==> src/rtl/bcd_dabble_seq_pkg.sv <==
// ============================================================================
// Module : bcd_dabble_seq_pkg
// Brief  : Shared FSM encoding, blank code and sizing helpers for the
//          iterative double-dabble binary-to-BCD converter.
// Rev    : 1.0  initial release
// ============================================================================
`default_nettype none

package bcd_dabble_seq_pkg;

    localparam logic [1:0] S_IDLE  = 2'd0;
    localparam logic [1:0] S_SHIFT = 2'd1;
    localparam logic [1:0] S_DONE  = 2'd2;

    localparam logic [3:0] BLANK_CODE = 4'hF;

    // Decimal digits of 2^width-1 = floor(width*log10(2)) + 1
    function automatic int nfull_digits(input int width);
        return (width * 30103) / 100000 + 1;
    endfunction

    function automatic int iter_width(input int width);
        return $clog2(width + 1);
    endfunction

endpackage

`default_nettype wire

==> src/rtl/bcd_dabble_seq_if.sv <==
// ============================================================================
// Module : bcd_dabble_seq_if
// Brief  : Start/done handshake and result bus of the BCD converter.
// Rev    : 1.0  initial release
// ============================================================================
`default_nettype none

interface bcd_dabble_seq_if #(
    parameter int WIDTH  = 36,
    parameter int DIGITS = 11
);
    logic                  start;
    logic [WIDTH-1:0]      data;
    logic                  busy;
    logic                  done;
    logic [4*DIGITS-1:0]   bcd_out;
    logic                  overflow;

    modport master (
        output start, data,
        input  busy, done, bcd_out, overflow
    );

    modport slave (
        input  start, data,
        output busy, done, bcd_out, overflow
    );
endinterface

`default_nettype wire

==> src/rtl/bcd_add3_digit.sv <==
// ============================================================================
// Module : bcd_add3_digit
// Brief  : Combinational double-dabble digit correction (>=5 gets +3).
// Rev    : 1.0  initial release
// ============================================================================
`default_nettype none

module bcd_add3_digit (
    input  wire logic [3:0] i_digit,
    output logic      [3:0] o_digit
);
    assign o_digit = (i_digit >= 4'd5) ? (i_digit + 4'd3) : i_digit;
endmodule

`default_nettype wire

==> src/rtl/bcd_dabble_seq.sv <==
// ============================================================================
// Module : bcd_dabble_seq
// Brief  : Iterative shift-add-3 binary-to-BCD converter, one bit per cycle,
//          registered digits held between conversions.
//          Optional macro BCD_DABBLE_LEADING_BLANK_EN blanks leading zeros.
// Rev    : 1.0  initial release
// ============================================================================
`default_nettype none

module bcd_dabble_seq
    import bcd_dabble_seq_pkg::*;
#(
    parameter int WIDTH  = 36,
    parameter int DIGITS = 11
) (
    input  wire logic        Clk,
    input  wire logic        reset_n,
    bcd_dabble_seq_if.slave  bus
);
    localparam int NFULL = nfull_digits(WIDTH);
    localparam int CW    = iter_width(WIDTH);
    localparam int TOT   = 4 * NFULL + WIDTH;

    logic [1:0]            r_state;
    logic [WIDTH-1:0]      r_shift;
    logic [4*NFULL-1:0]    r_scratch;
    logic [CW-1:0]         r_iter;
    logic                  r_done;
    logic                  r_ovf;
    logic [4*DIGITS-1:0]   r_bcd;

    logic [4*NFULL-1:0]    w_adj;
    logic [TOT-1:0]        w_cat;
    logic [4*DIGITS-1:0]   w_low;
    logic [4*DIGITS-1:0]   w_bcd;
    logic                  w_ovf;

    generate
        for (genvar g = 0; g < NFULL; g++) begin : g_add3
            bcd_add3_digit u_add3 (
                .i_digit (r_scratch[4*g +: 4]),
                .o_digit (w_adj[4*g +: 4])
            );
        end

        for (genvar g = 0; g < DIGITS; g++) begin : g_low
            if (g < NFULL) begin : g_src
                assign w_low[4*g +: 4] = r_scratch[4*g +: 4];
            end else begin : g_pad
                assign w_low[4*g +: 4] = 4'd0;
            end
        end

        if (DIGITS < NFULL) begin : g_ovf
            assign w_ovf = |r_scratch[4*NFULL-1:4*DIGITS];
        end else begin : g_no_ovf
            assign w_ovf = 1'b0;
        end
    endgenerate

    assign w_cat = {w_adj, r_shift} << 1;

`ifdef BCD_DABBLE_LEADING_BLANK_EN
    logic w_lead;

    // Blank zeros from the top down until the first non-zero digit; digit 0 stays
    always_comb begin
        w_bcd  = w_low;
        w_lead = 1'b1;
        if (!w_ovf) begin
            for (int i = DIGITS - 1; i >= 1; i--) begin
                if (w_low[4*i +: 4] != 4'd0) begin
                    w_lead = 1'b0;
                end
                if (w_lead) begin
                    w_bcd[4*i +: 4] = BLANK_CODE;
                end
            end
        end
    end
`else
    assign w_bcd = w_low;
`endif

    always_ff @(posedge Clk or negedge reset_n) begin
        if (!reset_n) begin
            r_state   <= S_IDLE;
            r_shift   <= '0;
            r_scratch <= '0;
            r_iter    <= '0;
            r_done    <= 1'b0;
            r_ovf     <= 1'b0;
            r_bcd     <= '0;
        end else begin
            r_done <= 1'b0;
            case (r_state)
                S_IDLE: begin
                    if (bus.start) begin
                        r_shift   <= bus.data;
                        r_scratch <= '0;
                        r_iter    <= CW'(WIDTH);
                        r_state   <= S_SHIFT;
                    end
                end
                S_SHIFT: begin
                    r_scratch <= w_cat[TOT-1:WIDTH];
                    r_shift   <= w_cat[WIDTH-1:0];
                    r_iter    <= r_iter - CW'(1);
                    if (r_iter == CW'(1)) begin
                        r_state <= S_DONE;
                    end
                end
                S_DONE: begin
                    r_bcd   <= w_bcd;
                    r_ovf   <= w_ovf;
                    r_done  <= 1'b1;
                    r_state <= S_IDLE;
                end
                default: r_state <= S_IDLE;
            endcase
        end
    end

    assign bus.busy     = (r_state != S_IDLE);
    assign bus.done     = r_done;
    assign bus.bcd_out  = r_bcd;
    assign bus.overflow = r_ovf;

endmodule

`default_nettype wire

==> src/flat_wrapper.sv <==
// flat-port wrapper written by rule: the top's interface ports become plain ports
module bcd_dabble_seq_flat import bcd_dabble_seq_pkg::*;
#(
    parameter int WIDTH  = 36,
    parameter int DIGITS = 11
)
  (Clk, reset_n, bus_start, bus_data, bus_busy, bus_done, bus_bcd_out, bus_overflow);
  bcd_dabble_seq_if #(.WIDTH(WIDTH), .DIGITS(DIGITS)) bus_i ();
  input  wire logic Clk;
  input  wire logic reset_n;
  input wire logic [$bits(bus_i.start)-1:0] bus_start;
  input wire logic [$bits(bus_i.data)-1:0] bus_data;
  output wire logic [$bits(bus_i.busy)-1:0] bus_busy;
  output wire logic [$bits(bus_i.done)-1:0] bus_done;
  output wire logic [$bits(bus_i.bcd_out)-1:0] bus_bcd_out;
  output wire logic [$bits(bus_i.overflow)-1:0] bus_overflow;
  assign bus_i.start = bus_start;
  assign bus_i.data = bus_data;
  assign bus_busy = bus_i.busy;
  assign bus_done = bus_i.done;
  assign bus_bcd_out = bus_i.bcd_out;
  assign bus_overflow = bus_i.overflow;
  bcd_dabble_seq #(.WIDTH(WIDTH), .DIGITS(DIGITS)) u_core (.Clk(Clk), .reset_n(reset_n), .bus(bus_i));
endmodule
==> config.mk <==
export PLATFORM = sky130hd
export DESIGN_NAME = bcd_dabble_seq_flat
export DESIGN_NICKNAME = d
export VERILOG_FILES = /design/src/rtl/bcd_dabble_seq_pkg.sv /design/src/rtl/bcd_dabble_seq_if.sv /design/src/rtl/bcd_add3_digit.sv /design/src/rtl/bcd_dabble_seq.sv /design/src/flat_wrapper.sv
export SDC_FILE = /design/constraint.sdc
export NUM_CORES = 1
export LEC_CHECK = 0
export CAP_MARGIN = 15
export CELL_PAD_IN_SITES_DETAIL_PLACEMENT = 0
export CELL_PAD_IN_SITES_GLOBAL_PLACEMENT = 2
export CORE_MARGIN = 2
export CORE_UTILIZATION = 35
export CTS_BUF_LIST = sky130_fd_sc_hd__clkbuf_4 sky130_fd_sc_hd__clkbuf_8 sky130_fd_sc_hd__clkbuf_16
export DETAILED_ROUTE_END_ITERATION = 16
export PLACE_DENSITY_LB_ADDON = 0.25
export SLEW_MARGIN = 0
export SYNTH_ARGS = -nofsm -noshare
export SYNTH_HDL_FRONTEND = slang
export SYNTH_HIERARCHICAL = 1
export SYNTH_SLANG_ARGS = --single-unit
==> constraint.sdc <==
create_clock -name Clk -period 4 [get_ports Clk]
set_input_delay 0.6 -clock Clk [delete_from_list [all_inputs] [get_ports Clk]]
set_output_delay 0.6 -clock Clk [all_outputs]
set_load 0.01 [all_outputs]
# Word level (Yosys, flattened, before mapping)
# Index checks and enable logic that the tools add are counted.
[word_totals]
regBits = 133
latchBits = 0
ram_bits = 0
rom_bits = 0
in_bits = 39
out_inout_bits = 47
wordCells = 60
n_memories = 0
[op_classes]
add_sub_neg = 12
multipliers = 0
div = 0
magnitude_cmp = 11
n_eq_ne = 5
n_shift = 0
muxes = 21
n_bitwise = 0
n_reduce_logical = 5
[op_table]
columns = ["cell", "n"]
rows = [
  ["44-bit one-hot mux with 2 select lines", 1],
  ["36-bit one-hot mux with 2 select lines", 1],
  ["4-bit by 3-bit >= comparator with 1-bit output, second input constant", 11],
  ["44-bit 2-to-1 mux", 1],
  ["4-bit by 2-bit adder with 4-bit output, second input constant", 10],
  ["4-bit 2-to-1 mux", 10],
  ["36-bit 2-to-1 mux", 1],
  ["6-bit one-hot mux with 2 select lines", 1],
  ["6-bit by 1-bit equality test with 1-bit output, second input constant", 1],
  ["6-bit 2-to-1 mux", 1],
  ["6-bit by 1-bit subtractor with 6-bit output, second input constant", 1],
  ["2-bit 2-to-1 mux", 2],
  ["2-bit one-hot mux with 2 select lines", 1],
  ["2-bit AND reduction", 2],
  ["2-bit nonzero test", 2],
  ["3-bit by 2-bit adder with 3-bit output, second input constant", 1],
  ["3-bit 2-to-1 mux", 1],
  ["2-bit by 1-bit equality test with 1-bit output, second input constant", 1],
  ["2-bit equality test, second input constant", 1],
  ["2-bit logical NOT", 1],
  ["2-bit by 1-bit != test with 1-bit output, second input constant", 1],
  ["2-bit != test, second input constant", 1],
  ["1-bit 2-to-1 mux", 1],
]

# Depth between registers and ports, before layout
[logic_depth]
ltp_word = 3
mapped_depth = 6
mapped_depth_nobuf = 6

# By module
# Netlist, hierarchy kept.
[modules_own_cells]
columns = ["mod", "n_inst", "cells_per_inst", "area_each_um2", "seq_area_each_um2"]
rows = [
  ["bcd_dabble_seq", 1, 433, 5501.5, 3328.2],
  ["bcd_add3_digit", 11, 16, 101.3, 0.0],
]

# Worst setup path before layout
# Ideal clock, no wire load.
[synth_timing]
path_type = "register -> output"
from = "reg u_core.r_state[0]"
to = "out bus_busy"
arrival_ns = 1.185
t_required_ns = 3.400
setup_slack_ns = 2.215
path_stages_with_launch = 5
n_path_buf = 3
cell_sequence = "dfrtp_1 buf_2 buf_4 buf_4 or2_2"
[synth_between]
elab_chain_cells = 1
[synth_rtl]
columns = ["item", "line_no", "source"]
rows = [
  ["start, declared", "bcd_dabble_seq.sv:24", "logic [1:0] r_state;"],
  ["start signal, assigned", "bcd_dabble_seq.sv:87", "r_state <= S_IDLE;"],
  ["start signal, assigned", "bcd_dabble_seq.sv:102", "r_state <= S_SHIFT;"],
  ["start signal, assigned", "bcd_dabble_seq.sv:110", "r_state <= S_DONE;"],
  ["2-bit nonzero test", "bcd_dabble_seq.sv:124", "assign bus.busy = (r_state != S_IDLE);"],
  ["end, declared", "flat_wrapper.sv:13", "output wire logic [$bits(bus_i.busy)-1:0] bus_busy;"],
]
# Every way passes these cells.

# Worst setup path in the final report
# Ends and elaborated chain as after synthesis.

==> qor.txt <==
OUTCOME
-------------------------------------------------------------------------------------
Outcome                                                                  finished, final reports clean

CLOCK NETWORK
-------------------------------------------------------------------------------------
Skew-Pair Late Insertion Delay                                                 410 ps
CTS clock-pin slew for the worst setup and hold paths                           60 ps
Hold bufs inserted after CTS                                                        0
Number of buffers added by the clock tree synthesis step                           17
CTS root buf                                                                clkbuf_16
Resized Gates After CTS                                                             0
Total number of clock tree sinks                                                  133
H-tree lvl count                                                                    4
TritonCTS clock tree                                                              yes
Number of buffers on the longest clock path                                         2
Postcts setup bufs                                                                  0

SETUP PATH
-------------------------------------------------------------------------------------
List of cells traversed by the critical path                             or2_2 -> clkdlybuf4s50_1
Cell with the largest stage delay on the worst path                           dfrtp_2
Endpoint of the worst register-to-register path                          u_core/r_scratch[41]$_DFFE_PN0P_
Depth of the worst register-to-register path                                        4
WP data required                                                              3400 ps
Worst-case register-to-register setup slack                                   1910 ps
Worst endpoint data arrival time                                              1990 ps
Worst reg2reg startpoint                                                 u_core/r_state[1]$_DFFE_PN0P_
Crit Path Category                                                         reg -> out
Maximum net fanout on the critical path                                            42
Critical path's largest stage delay                                            800 ps
Launching element type of the critical path                                  register
Sort of element at the end of the critical path                          primary output

SYNTH
-------------------------------------------------------------------------------------
Warnings from Yosys                                                                 6
Cell count after synthesis                                                        605
Combined area of all synthesized cells                                   0.00660 sq mm
Average size of a mapped cell                                              10.9 sq um
Net Count, Synth                                                                  668

STA
-------------------------------------------------------------------------------------
Headroom to the max-slew limit                                                  46.5%
Worst setup margin                                                            1410 ps
Final hold violation count                                                          0
Minimum period implied by the final worst setup slack                         2590 ps
Transition time at the pin with the least slew margin                          802 ps
Sum Neg Setup Slack                                                              0 ps
Tcrit/Tclk final                                                                64.6%
Max-slew violations                                                                 0
Fin Clk Skew                                                                  8.95 ps
Count of final setup violators                                                      0
Setup repair after global routing missed its margin                             false
Max Clock Freq                                                              0.387 GHz

FINAL LAYOUT
-------------------------------------------------------------------------------------
Non-filler instance count after layout                                            926
Area of combinational cells with multiple inputs                         0.00294 sq mm
Layout-stage area growth over the synthesis result                              23.8%
Fill cells                                                                       1749
Register cell area after layout                                          0.00333 sq mm
Antenna diode count                                                                 0
Most frequent standard cell in the layout excluding fill and tap cells        dfrtp_1
Proportion of layout cells with a drive suffix above 1                          15.6%
Highest-count cells in the layout ignoring fill and taps                 dfrtp_1 (132), clkdlybuf4s50_1 (83), nand2_1 (83), o21ai_0 (48), a22o_1 (45)
Nets@finish                                                                       744

DIE
-------------------------------------------------------------------------------------
Overall die area                                                         0.0200 sq mm
Die span in y                                                                  141 um
Std-Cell Core Area                                                       0.0186 sq mm
Initial Utilization                                                             35.5%
Floorplan row count                                                                50
Count of pins on the block boundary                                                86
Die width                                                                      141 um

GLOBAL ROUTING
-------------------------------------------------------------------------------------
Pin count of the biggest net entering global routing                               90
Vias in the first global route                                                   4487
First-pass GRT wire length                                                   22700 um
Overall routing resource usage                                                  14.1%
Antenna violations before repair                                                    0
GR Overflow Total                                                                   0

PLACEMENT
-------------------------------------------------------------------------------------
Half-perimeter wire length after placement                                    8450 um
RePlAce Congestion                                                              0.734
# port buffers                                                                     84
Total placed cells including tap cells                                            895
Worst setup slack before clock tree synthesis                                 1310 ps

DRT
-------------------------------------------------------------------------------------
Detailed-route wire length per cell                                           14.1 um
Total vias in the final route                                                    4584
DRC marker count from the first detailed-route iteration                          197
Routed via count divided by cell count                                           4.95
First-pass iteration count of the detailed router                                   5
Total length of routed wires                                                 13000 um
DRC errors left                                                                     0
Remaining number of nets flagged by the antenna check after routing                 0

PWR
-------------------------------------------------------------------------------------
Worst-case vdd ir drop                                                       0.358 mV
Leakage component of the power                                                3.95 nW
Power density over the cells                                              710 mW/mm^2

FLOW RUN
-------------------------------------------------------------------------------------
Max-capacitance violation count                                                     0

MIN PATH
-------------------------------------------------------------------------------------
Min-delay worst type                                                      in -> async

worst max-delay path: cells and delay by family (launching register included):
family	cells	cell delay, ps
buffers and inverters	1	530
flip-flops	1	800
AND/OR/NAND/NOR	1	220
stage by stage:
| stage | hold WS [ps] | cell area, sq um | total power [mW] | utilization [%] |
|---|---|---|---|---|
| 6_report | 261 | 8160 | 5.80 | 43.9 |
| 3_5_place_dp | 461 | 7570 | 4.35 | 40.8 |
| 5_1_grt | 333 | 8160 | 6.28 | 43.9 |
| 4_1_cts | 290 | 8140 | 5.88 | 43.8 |
| 3_3_place_gp | 456 | 7570 | 4.28 | 40.8 |
| 2_1_floorplan | 304 | 6600 | 3.82 | - |
power breakdown:
group | leakage [nW] | internal, mW | switching (mW)
clock network | 0.290 | 0.954 | 0.532
logic | 1.92 | 1.07 | 0.955
registers | 1.74 | 1.80 | 0.485
metal layers:
layer / global-route usage [%] / up-vias / share of wire (%)
li1: - / 2259 / -
met1: 19.7 / 2224 / 51
met2: 21.2 / 85 / 44
met3: 3.31 / 16 / 3.7
met4: 5.53 / 0 / 1.5
met5: 0 / - / 0
area by class of cell:
cell class,count,area share (%)
clock buffer,26,6.42
clock inverter,4,0.552
inverter,25,1.15
multi-input combinational,411,36.1
sequential,133,40.8
tap,234,3.59
timing repair buffer,93,11.4
registers in the layout, summed over array words and instances (netlist names):
| name | count |
|---|---|
| u_core/r_scratch | 44 |
| u_core/bus.done | 1 |
| u_core/r_state | 2 |
| u_core/r_shift | 36 |
| u_core/bus.bcd_out | 44 |
| u_core/r_iter | 6 |
worst max path at each step:
stage | to | from | cells past startpoint | slack, ps
after global placement | u_core/r_shift[0]$_DFFE_PN0P_ | bus_start | 5 | 1420
final | bus_busy | u_core/r_state[0]$_DFFE_PN0P_ | 2 | 1410
after floorplan | bus_busy | u_core/r_state[0]$_DFFE_PN0P_ | 4 | 2210
after CTS | bus_busy | u_core/r_state[0]$_DFFE_PN0P_ | 2 | 1400
after detailed placement | u_core/r_shift[0]$_DFFE_PN0P_ | bus_start | 5 | 1310
after global routing | bus_busy | u_core/r_state[0]$_DFFE_PN0P_ | 2 | 1330
(Power assumes the default switching activity.)
==> edit, RTL diff (same flow settings) <==
`WIDTH` is set to 36 in 3 places; all go to 72.
--- a/src/rtl/bcd_dabble_seq_if.sv
+++ b/src/rtl/bcd_dabble_seq_if.sv
@@ -6,7 +6,7 @@
 `default_nettype none
 
 interface bcd_dabble_seq_if #(
-    parameter int WIDTH  = 36,
+    parameter int WIDTH  = 72,
     parameter int DIGITS = 11
 );
     logic                  start;
--- a/src/rtl/bcd_dabble_seq.sv
+++ b/src/rtl/bcd_dabble_seq.sv
@@ -10,7 +10,7 @@
 module bcd_dabble_seq
     import bcd_dabble_seq_pkg::*;
 #(
-    parameter int WIDTH  = 36,
+    parameter int WIDTH  = 72,
     parameter int DIGITS = 11
 ) (
     input  wire logic        Clk,
--- a/src/flat_wrapper.sv
+++ b/src/flat_wrapper.sv
@@ -1,7 +1,7 @@
 // flat-port wrapper written by rule: the top's interface ports become plain ports
 module bcd_dabble_seq_flat import bcd_dabble_seq_pkg::*;
 #(
-    parameter int WIDTH  = 36,
+    parameter int WIDTH  = 72,
     parameter int DIGITS = 11
 )
   (Clk, reset_n, bus_start, bus_data, bus_busy, bus_done, bus_bcd_out, bus_overflow);
Ports: changed (resized bus_data); port bits go from 86 to 122. No check against the original RTL was run, so the function may have changed too.
==> edit against the original RTL <==
- clock power up 74%
- power grew 53%
- register-to-register slack got worse by 370 ps
- area after synthesis is 73% higher
- die area increased by 70%
- setup slack worse by 370 ps
- final area rose by 69%
- clock skew is 14 ps higher
- wire length rose by 110%
- sequential cell count increased by 82
- critical path depth is the same
- count of clock-buffer cells in the layout grew 10
==> edit: results (changes against the original RTL) <==
CP arrival 2350 ps (+360 ps); fraction of area in registers 39.0% (-1.8 points); Non-Filler Instances 1743 (+88%); first-pass GRT wire length 45100 um (+99%); clk_lat worst skew 540 ps (+130 ps); wire length on met2 12300 um (+110%); M2 GR Usage 25.6% (+4.4 points); vias in the first global route 8738 (+95%); metal3 WL 1180 um (+150%); Final Worst Setup Slack 1050 ps (-367 ps); Clock Path Buffers 3 (+1); Net Count, Synth 1313 (+97%); DR vias/cell 4.97 (+0.31%); status finished clean; bufs w/o clock 133 (+43%); Post-Syn Instances 1192 (+97%); buffering overhead 9.88% (-1.6 points); inverters 47 (+88%); Worst VDD drop 0.405 mV (+13%); met1 wire length 12900 um (+96%); combinational fraction of design power 31.3% (-3.7 points); met1 Usage GRT 22.6% (+2.9 points); worst slack at placement 1480 ps (+164 ps); root buffer cell clkbuf_16; First DRT Iteration DRCs 560 (+180%); switch share 33.1% (-0.89 points); Reg2Reg Capture Point u_core/bus.overflow$_DFFE_PN0P_; H-Tree Depth 1 (-3); multi-input gate share of the layout cell area 38.9% (+2.9 points); Worst Setup EP bus_busy; Clock-cell share 6.93% (-0.042 points); CTS Buf Count 27 (+10); hpwl dp 16100 um (+90%); clock buf count 36 (+38%); # nets final 1403 (+89%); worst-path fanout max 45 (+7.1%); multi-input gates 858 (+110%); fillers 3106 (+78%); P_leak 6.27 nW (+59%); worst reg-to-reg path cell count 4 (unchanged); largest net degree at the start of global routing 96 (+6.7%); Post-Route WL 26900 um (+110%); Crit-path slowest cell dfrtp_2; Total GRT Usage 16.0% (+2.0 points); peak per-stage delay on the critical path 980 ps (+180 ps); met3 Usage GRT 2.75% (-0.56 points); Sequential Power Share 39.3% (about the same); layout cells sized above 1 7.30% (-8.3 points); clock skew 22.7 ps (+13.8 ps); worst slew pin tran 933 ps (+131 ps); port bufs 121 (+44%); GP Congestion 0.731 (-0.34%); num sequential 215 (+62%)
-- edit: cell count changes in the layout (fill, tap and decap cells not counted), moves of 21 or more --
cell / before / now
dfrtp_1: 132 / 213
nand2_1: 83 / 222
nor2b_1: 0 / 71
inv_1: 25 / 46
and3b_1: 30 / 0
nand2b_1: 23 / 45
ha_1: 24 / 46
a22o_1: 45 / 89
o21ai_0: 48 / 23
clkdlybuf4s50_1: 83 / 119
o21ai_1: 10 / 95
a21oi_1: 35 / 72
mux2_2: 44 / 0
a22oi_1: 0 / 71
-- edit: stage by stage --
stage / hold slack (ps) / instance area [um^2] / total power [mW]
2_1_floorplan: 304 / 11400 / 5.66
6_report: 111 / 13800 / 8.86
5_1_grt: 182 / 13800 / 9.56
4_1_cts: 128 / 13800 / 8.99
3_5_place_dp: 462 / 12900 / 6.31
3_3_place_gp: 458 / 12900 / 6.25
-- edit: worst max-delay path, delay by kind of cell (launching register included) --
family / cells / cell delay [ps]
flops: 1 / 980
buf+inv: 1 / 590
simple gates: 1 / 230
